File: src/rtl/shift_pkg.sv
// Shared encodings for the universal shift register and its frame counter.
package shift_pkg;

  typedef enum logic [1:0] {
    MODE_HOLD = 2'b00,
    MODE_SHR  = 2'b01,
    MODE_SHL  = 2'b10,
    MODE_LOAD = 2'b11
  } mode_e;

  function automatic int cnt_width(input int width);
    return $clog2(width + 1);
  endfunction

endpackage : shift_pkg

File: src/rtl/universal_shift_reg_if.sv
// Control/data bundle of the universal shift register; the rot line exists only
// when SHIFT_ROTATE_EN is defined.
interface universal_shift_reg_if #(
  parameter int WIDTH = 8
);
  import shift_pkg::*;

  localparam int CNT_W = cnt_width(WIDTH);

  logic             en;
  mode_e            mode;
  logic             si;
  logic [WIDTH-1:0] pin;
`ifdef SHIFT_ROTATE_EN
  logic             rot;
`endif
  logic [WIDTH-1:0] q;
  logic             so_r;
  logic             so_l;
  logic [CNT_W-1:0] bit_cnt;
  logic             frame_done;

  modport master (
    output en, mode, si, pin,
`ifdef SHIFT_ROTATE_EN
    output rot,
`endif
    input  q, so_r, so_l, bit_cnt, frame_done
  );

  modport slave (
    input  en, mode, si, pin,
`ifdef SHIFT_ROTATE_EN
    input  rot,
`endif
    output q, so_r, so_l, bit_cnt, frame_done
  );

endinterface : universal_shift_reg_if

File: src/rtl/shift_frame_counter.sv
// Counts shifts modulo WIDTH and pulses frame_done for one cycle after the
// WIDTH-th shift of a frame; clear restarts the frame.
module shift_frame_counter
  import shift_pkg::*;
#(
  parameter  int WIDTH = 8,
  localparam int CNT_W = cnt_width(WIDTH)
) (
  input  logic             clk,
  input  logic             rst,
  input  logic             en,
  input  logic             shift,
  input  logic             clear,
  output logic [CNT_W-1:0] bit_cnt,
  output logic             frame_done
);

  localparam logic [CNT_W-1:0] LAST = CNT_W'(WIDTH - 1);

  logic [CNT_W-1:0] cnt_q, cnt_d;
  logic             done_q, done_d;

  always_comb begin
    // NOTE: every output of this block is assigned a default first, so no path
    // leaves it unassigned and no latch can be inferred.
    cnt_d  = cnt_q;
    done_d = 1'b0;
    if (en) begin
      if (clear) begin
        cnt_d = '0;
      end else if (shift) begin
        if (cnt_q == LAST) begin
          cnt_d  = '0;
          done_d = 1'b1;
        end else begin
          cnt_d = cnt_q + CNT_W'(1);
        end
      end
    end
  end

  // NOTE: state registers use non-blocking assignments so every flop samples
  // its next-state value from before the edge, independent of statement order.
  always_ff @(posedge clk or negedge rst) begin
    if (!rst) begin
      cnt_q  <= '0;
      done_q <= 1'b0;
    end else begin
      cnt_q  <= cnt_d;
      done_q <= done_d;
    end
  end

  assign bit_cnt    = cnt_q;
  assign frame_done = done_q;

endmodule : shift_frame_counter

File: src/rtl/universal_shift_reg.sv
// Parametrised universal shift register (hold / shift right / shift left / load)
// with frame counting. Define SHIFT_ROTATE_EN to add the rot (rotate) input.
module universal_shift_reg
  import shift_pkg::*;
#(
  parameter int WIDTH = 8
) (
  input logic                  clk,
  input logic                  rst,
  universal_shift_reg_if.slave bus
);

  logic [WIDTH-1:0] q_q, q_d;
  logic             feed_r, feed_l;
  logic             shift, clear;

  // With rotation the bit leaving the register re-enters at the other end.
`ifdef SHIFT_ROTATE_EN
  assign feed_r = bus.rot ? q_q[0]       : bus.si;
  assign feed_l = bus.rot ? q_q[WIDTH-1] : bus.si;
`else
  assign feed_r = bus.si;
  assign feed_l = bus.si;
`endif

  always_comb begin
    q_d   = q_q;
    shift = 1'b0;
    clear = 1'b0;
    case (bus.mode)
      MODE_SHR: begin
        shift = 1'b1;
        if (bus.en) q_d = {feed_r, q_q[WIDTH-1:1]};
      end
      MODE_SHL: begin
        shift = 1'b1;
        if (bus.en) q_d = {q_q[WIDTH-2:0], feed_l};
      end
      MODE_LOAD: begin
        clear = 1'b1;
        if (bus.en) q_d = bus.pin;
      end
      default: ;
    endcase
  end

  always_ff @(posedge clk or negedge rst) begin
    if (!rst) q_q <= '0;
    else      q_q <= q_d;
  end

  shift_frame_counter #(.WIDTH(WIDTH)) u_frame_counter (
    .clk        (clk),
    .rst        (rst),
    .en         (bus.en),
    .shift      (shift),
    .clear      (clear),
    .bit_cnt    (bus.bit_cnt),
    .frame_done (bus.frame_done)
  );

  assign bus.q    = q_q;
  assign bus.so_r = q_q[0];
  assign bus.so_l = q_q[WIDTH-1];

endmodule : universal_shift_reg

File: src/flat_wrapper.sv
// flat-port wrapper written by rule: the top's interface ports become plain ports
module universal_shift_reg_flat import shift_pkg::*;
#(
  parameter int WIDTH = 8
)
  (clk, rst, bus_en, bus_mode, bus_si, bus_pin, bus_q, bus_so_r, bus_so_l, bus_bit_cnt, bus_frame_done);
  universal_shift_reg_if #(.WIDTH(WIDTH)) bus_i ();
  input logic clk;
  input logic rst;
  input wire logic [$bits(bus_i.en)-1:0] bus_en;
  input wire logic [$bits(bus_i.mode)-1:0] bus_mode;
  input wire logic [$bits(bus_i.si)-1:0] bus_si;
  input wire logic [$bits(bus_i.pin)-1:0] bus_pin;
  output wire logic [$bits(bus_i.q)-1:0] bus_q;
  output wire logic [$bits(bus_i.so_r)-1:0] bus_so_r;
  output wire logic [$bits(bus_i.so_l)-1:0] bus_so_l;
  output wire logic [$bits(bus_i.bit_cnt)-1:0] bus_bit_cnt;
  output wire logic [$bits(bus_i.frame_done)-1:0] bus_frame_done;
  assign bus_i.en = bus_en;
  assign bus_i.mode = bus_mode;
  assign bus_i.si = bus_si;
  assign bus_i.pin = bus_pin;
  assign bus_q = bus_i.q;
  assign bus_so_r = bus_i.so_r;
  assign bus_so_l = bus_i.so_l;
  assign bus_bit_cnt = bus_i.bit_cnt;
  assign bus_frame_done = bus_i.frame_done;
  universal_shift_reg #(.WIDTH(WIDTH)) u_core (.clk(clk), .rst(rst), .bus(bus_i));
endmodule
File: config.mk
export PLATFORM = sky130hd
export DESIGN_NAME = universal_shift_reg_flat
export DESIGN_NICKNAME = d
export VERILOG_FILES = /design/src/rtl/shift_pkg.sv /design/src/rtl/universal_shift_reg_if.sv /design/src/rtl/shift_frame_counter.sv /design/src/rtl/universal_shift_reg.sv /design/src/flat_wrapper.sv
export SDC_FILE = /design/constraint.sdc
export NUM_CORES = 1
export LEC_CHECK = 0
export ABC_CLOCK_PERIOD_IN_PS = 2420
export CAP_MARGIN = 20
export CORE_MARGIN = 2
export CORE_UTILIZATION = 30
export DETAILED_ROUTE_END_ITERATION = 8
export SETUP_SLACK_MARGIN = 0.15
export SLEW_MARGIN = 20
export SYNTH_ARGS = -nofsm -noshare
export SYNTH_HDL_FRONTEND = slang
export SYNTH_SLANG_ARGS = --single-unit
File: constraint.sdc
create_clock -name clk -period 2.42 [get_ports clk]
set_input_delay 0.484 -clock clk [delete_from_list [all_inputs] [get_ports clk]]
set_output_delay 0.484 -clock clk [all_outputs]
set_load 0.02 [all_outputs]
After elaboration in Yosys (flattened, before gate mapping)
Index checks and enable logic that the tools add are counted.
{ "totals": {"reg_bits": 13, "inputBits": 14, "out_inout_bits": 15, "word_cells": 29} }
{ "classes": {"add_sub_neg": 1, "n_eq_ne": 7, "n_mux": 13, "n_reduce_logical": 5} }
{ "op_table": {"columns": ["operator", "count"], "rows": [
  ["$mux 8", 3],
  ["$pmux 8 s3", 1],
  ["$mux 4", 3],
  ["$mux 1", 6],
  ["$ne 2x2->1 const B", 3],
  ["$add 4x1->4 const B", 1],
  ["$eq 2x2->1 const B", 2],
  ["$eq 4x3->1 const B", 1],
  ["$reduce_and 4->1", 1],
  ["$reduce_bool 3->1", 1],
  ["$eq 2x1->1 const B", 1],
  ["$reduce_and 2->1", 1],
  ["$reduce_bool 2->1", 1],
  ["$reduce_or 2->1", 1]
]} }

Logic depth before layout (Yosys ltp)
{ "depth": {"ltp_word": 6, "depth_mapped": 6, "ltp_nobuf": 5} }

Cells and area by module
A second synthesis with hierarchy kept.
{ "unflattened": {"cells_unflattened": 98, "area_unflattened_um2": 963.4} }
{ "modules_own_cells": {"columns": ["module", "n_inst", "cells_per_inst", "area_per_inst_um2", "seq_area_each_um2"], "rows": [
  ["universal_shift_reg", 1, 73, 701.9, 200.2],
  ["shift_frame_counter", 1, 25, 261.5, 125.1]
]} }

Worst setup path before layout
No wires, ideal clock.
{ "synth_timing": {"kind": "input-to-reg", "start": "input bus_mode[0]", "end": "register u_core.u_frame_counter.cnt_q[3] (netlist: u_core.u_frame_counter.bit_cnt[3])", "setup_ns": 0.077, "arrival_ns": 1.489, "required_ns": 2.343, "setup_slack_ns": 0.854, "path_stages": 5, "path_buffers": 0, "cell_sequence": "inv_1 ha_1 nand2b_2 or4_1 o21ai_1"} }
{ "synth_via": {"elab_chain_cells": 5, "elab_cells_between_ends": 9, "classes_between": "eq/ne: 3; mux: 3; reduce/logical: 3"} }
{ "synth_rtl": {"columns": ["item", "line_no", "text"], "rows": [
  ["start: declaration", "flat_wrapper.sv:11", "input wire logic [$bits(bus_i.mode)-1:0] bus_mode;"],
  ["$eq 2x1->1 / $eq 2x2->1 (equally long branches)", "universal_shift_reg.sv:30", "case (bus.mode)"],
  ["$reduce_or 2->1 (no source line)", null, null],
  ["$mux 1", "universal_shift_reg.sv:30", null],
  ["$reduce_bool 2->1 (no source line)", null, null],
  ["$reduce_and 2->1 (no source line)", null, null],
  ["end signal: assignment", "shift_frame_counter.sv:49", "cnt_q <= cnt_d;"],
  ["end: declaration", "shift_frame_counter.sv:20", "logic [CNT_W-1:0] cnt_q, cnt_d;"]
]} }
Several ways; a longest one is shown, not always the timed one.
A chain may end at the register's enable or synchronous reset.

Worst setup path in the final report
Same ends and word-level chain as after synthesis.

==> impl_results.md <==
* Row count at 18
* Port Buf Inserts at 28
* Share of the synthesized area in the top cell type at 39.63%
* DIE AREA at 3170 sq um
* RSZ-0062 raised after global routing: false
* Seq cells post-synth at 13
* Post-Place Cell Area at 1121 sq um
* Total track usage at 12.17%
* Slowest library cell on the worst path: clkdlybuf4s50_1
* Area grow syn2layout at 39.79%
* Largest net degree at the start of global routing at 17
* H-tree depth at 1
* Share of post-route cells with drive strength above 1 at 6.667%
* Post-CTS Setup Bufs at 0
* R2R Path Start: u_core.u_frame_counter.bit_cnt[0]
* Post-CTS sizing at 0
* Placer Congestion at 0.7061
* Worst Setup SP: bus_mode[0]
* Core Region at 2545 sq um
* Cells after DPL at approximately 150
* Worst hold path type: reg -> reg
* Crit Path Category: in -> reg
* Top Family by Delay on Critical Path: simple AND/OR/NAND/NOR gates
* Crit. End Element: flop
* Leakage at 0.5070 nW
* Cell variety after synth at 23
* Period utilisation layout at 79.88%
* Post-Synthesis Cells at 92
* Setup tns final at 0 ns
* Crit path DAT at roughly 2.1 ns
* Io pins at 29
* Syn. warnings at 0
* Root Driver: clkbuf_4
* Commonest cells after routing, fill and taps aside: 28 x clkdlybuf4s50_1, 13 x nand2_1, 13 x dfrtp_1
* Peak VDD IR at between 0.0003 and 0.0004 V
* CP max FO at 6
* Mean area per synthesized cell at 8.922 sq um
* Die W at 56.31 um
* Hold Worst Slack at 0.5405 ns
* Utilization after layout at 45.08%
* Commonest non-fill, non-tap cell in the layout: clkdlybuf4s50_1
* CTS hold repair buffers at 0
* Status: completed
* Clk_lat worst skew at 0.27 ns
* Tot Pwr at about 0.80 mW
* Startpoint class of the critical path: primary input
* Fin. Hold Viols at 0
* DP HPWL at between 1 and 1.5 mm
* Number of antenna violations at the first check in global routing at 0
* Initial Utilization at 32.25%
* Synth top area cells: dfrtp_1 40%, ha_1 11%, nand2b_1 7.6%
* Die H at between 50 and 60 um
* Period minus WS final at roughly 1.9 ns
* Clock buffer depth at 2
* Vias per inst at just over 5
* Global-route wire length before repair at between 3 and 4 mm
* CP max stage delay at 0.54 ns
* Non-Filler Instances at 150
* Via count at 757
* Design area at 1147 sq um
* Mapped Area at ~800 sq um
* Worst slew pin tran at 0.6008 ns
* Min-delay src: u_core.u_frame_counter.bit_cnt[3]
* Final setup fails at 0
* CTS Sinks at 13
* Fmax at 0.5173 GHz
* Congestion Overflow GR at 0
* Reg clk slew, reported paths at 0.08 ns
* PwrDens at between 600 and 700 nW/um^2
* Post-DRT Antenna Nets at 0
* Vias in the first global route at 693
* Worst slew margin at 59.82%
* TritonCTS buffer count at 3
* Nets at 142
* Dpl ws at 0.1789 ns
* Buffers & Inverters on Critical Path at 2
* Post-synth net total at 113
* Post-route setup slack at roughly 0.49 ns
* Drt first pass iters at 6
* Worst-path cell chain: clkdlybuf4s50_1 > inv_1 > ha_1 > nand2b_2 > or4_1 > o21ai_1
* Max Cap Violations at 0
* Fin. max-slew vios at 0
* TritonCTS clock tree: done
* Worst Skew at about 0.00067 ns
* ANT cells at 0
* Routed len/inst at 12.33 um
* DRC at 0
* Seq/Total Area, Yosys at 39.63%
* DR iter-0 viols at 14
* Worst EP required at about 2.6 ns
* Drt total wl at about 1.8 mm
* Leading area contributor after synthesis: dfrtp_1
[flip-flops by register name, indices dropped and copies added (netlist names)]
signal and count:
u_core.u_frame_counter.frame_done 1, u_core.u_frame_counter.bit_cnt 4, u_core.bus.q 8
[path summary, 6_finish.rpt]
kind,endpoint,slack (ns),cells past startpoint
min in group asynchronous,u_core.bus.q[1],0.59,1
setup / recovery,u_core.u_frame_counter.bit_cnt[3],0.49,6
hold / removal,u_core.u_frame_counter.frame_done,0.54,1
hold reg to reg,u_core.u_frame_counter.frame_done,0.54,1
setup reg to reg,u_core.u_frame_counter.bit_cnt[3],1.01,3
max in group asynchronous,u_core.u_frame_counter.bit_cnt[3],1.45,1
[layer usage]
metal / global-route usage, % / vias up / part of all wire [%]
met2: 19.16 / 26 / 47
met4: 7.143 / 0 / 1.5
met1: 15.86 / 355 / 48
met3: 1.613 / 2 / 4.1
met5: 0 / - / 0
li1: - / 374 / -
[Yosys cell counts]
| master | number |
|---|---|
| a22oi_1 | 8 |
| a31oi_1 | 1 |
| buf_1 | 1 |
| buf_2 | 1 |
| buf_4 | 3 |
| clkbuf_1 | 1 |
| clkbuf_2 | 1 |
| dfrtp_1 | 13 |
| ha_1 | 7 |
| inv_1 | 2 |
| nand2_1 | 13 |
| nand2b_1 | 10 |
| nand2b_2 | 1 |
| nand3_1 | 1 |
| nor2_1 | 9 |
| nor3b_1 | 1 |
| nor4_1 | 1 |
| o21ai_0 | 6 |
| o21ai_1 | 1 |
| o31ai_1 | 8 |
| o31ai_2 | 1 |
| or2_1 | 1 |
| or4_1 | 1 |
[worst register-to-register path, delay by kind of cell, from the launching register on]
kind | cells | cell delay [ns]
adders and majority gates | 1 | 0.26
and+or+nand+nor | 1 | 0.52
AOI/OAI and AO/OA | 1 | 0.12
DFF | 1 | 0.45
[kinds of logic (layout without fill, tap and decap cells)]
logic type	Yosys count	in the layout	share of synthesized area, %
buffers and inverters	9	37	5.791
AND/OR/NAND/NOR	38	38	22.71
flip-flops	13	13	39.63
AO/OA/AOI/OAI	25	25	21.19
adder cells (fa/ha/maj)	7	7	10.67
[report_power, final]
group | total [mW] | switching (mW) | internal (mW)
clock network | 0.134 | 0.0706 | 0.0638
registers | 0.333 | 0.0651 | 0.268
logic | 0.334 | 0.167 | 0.167
total | 0.801 | 0.303 | 0.499
[final cells by class]
type	count	area (sq um)
Multi-Input combinational cell	70	447.9
Clock buffer	4	26.28
Timing Repair Buffer	31	302.8
Tap cell	30	37.54
Inverter	2	7.507
Fill cell	257	1398
Sequential cell	13	325.3
No activity file was read; power rests on OpenSTA's default activity.
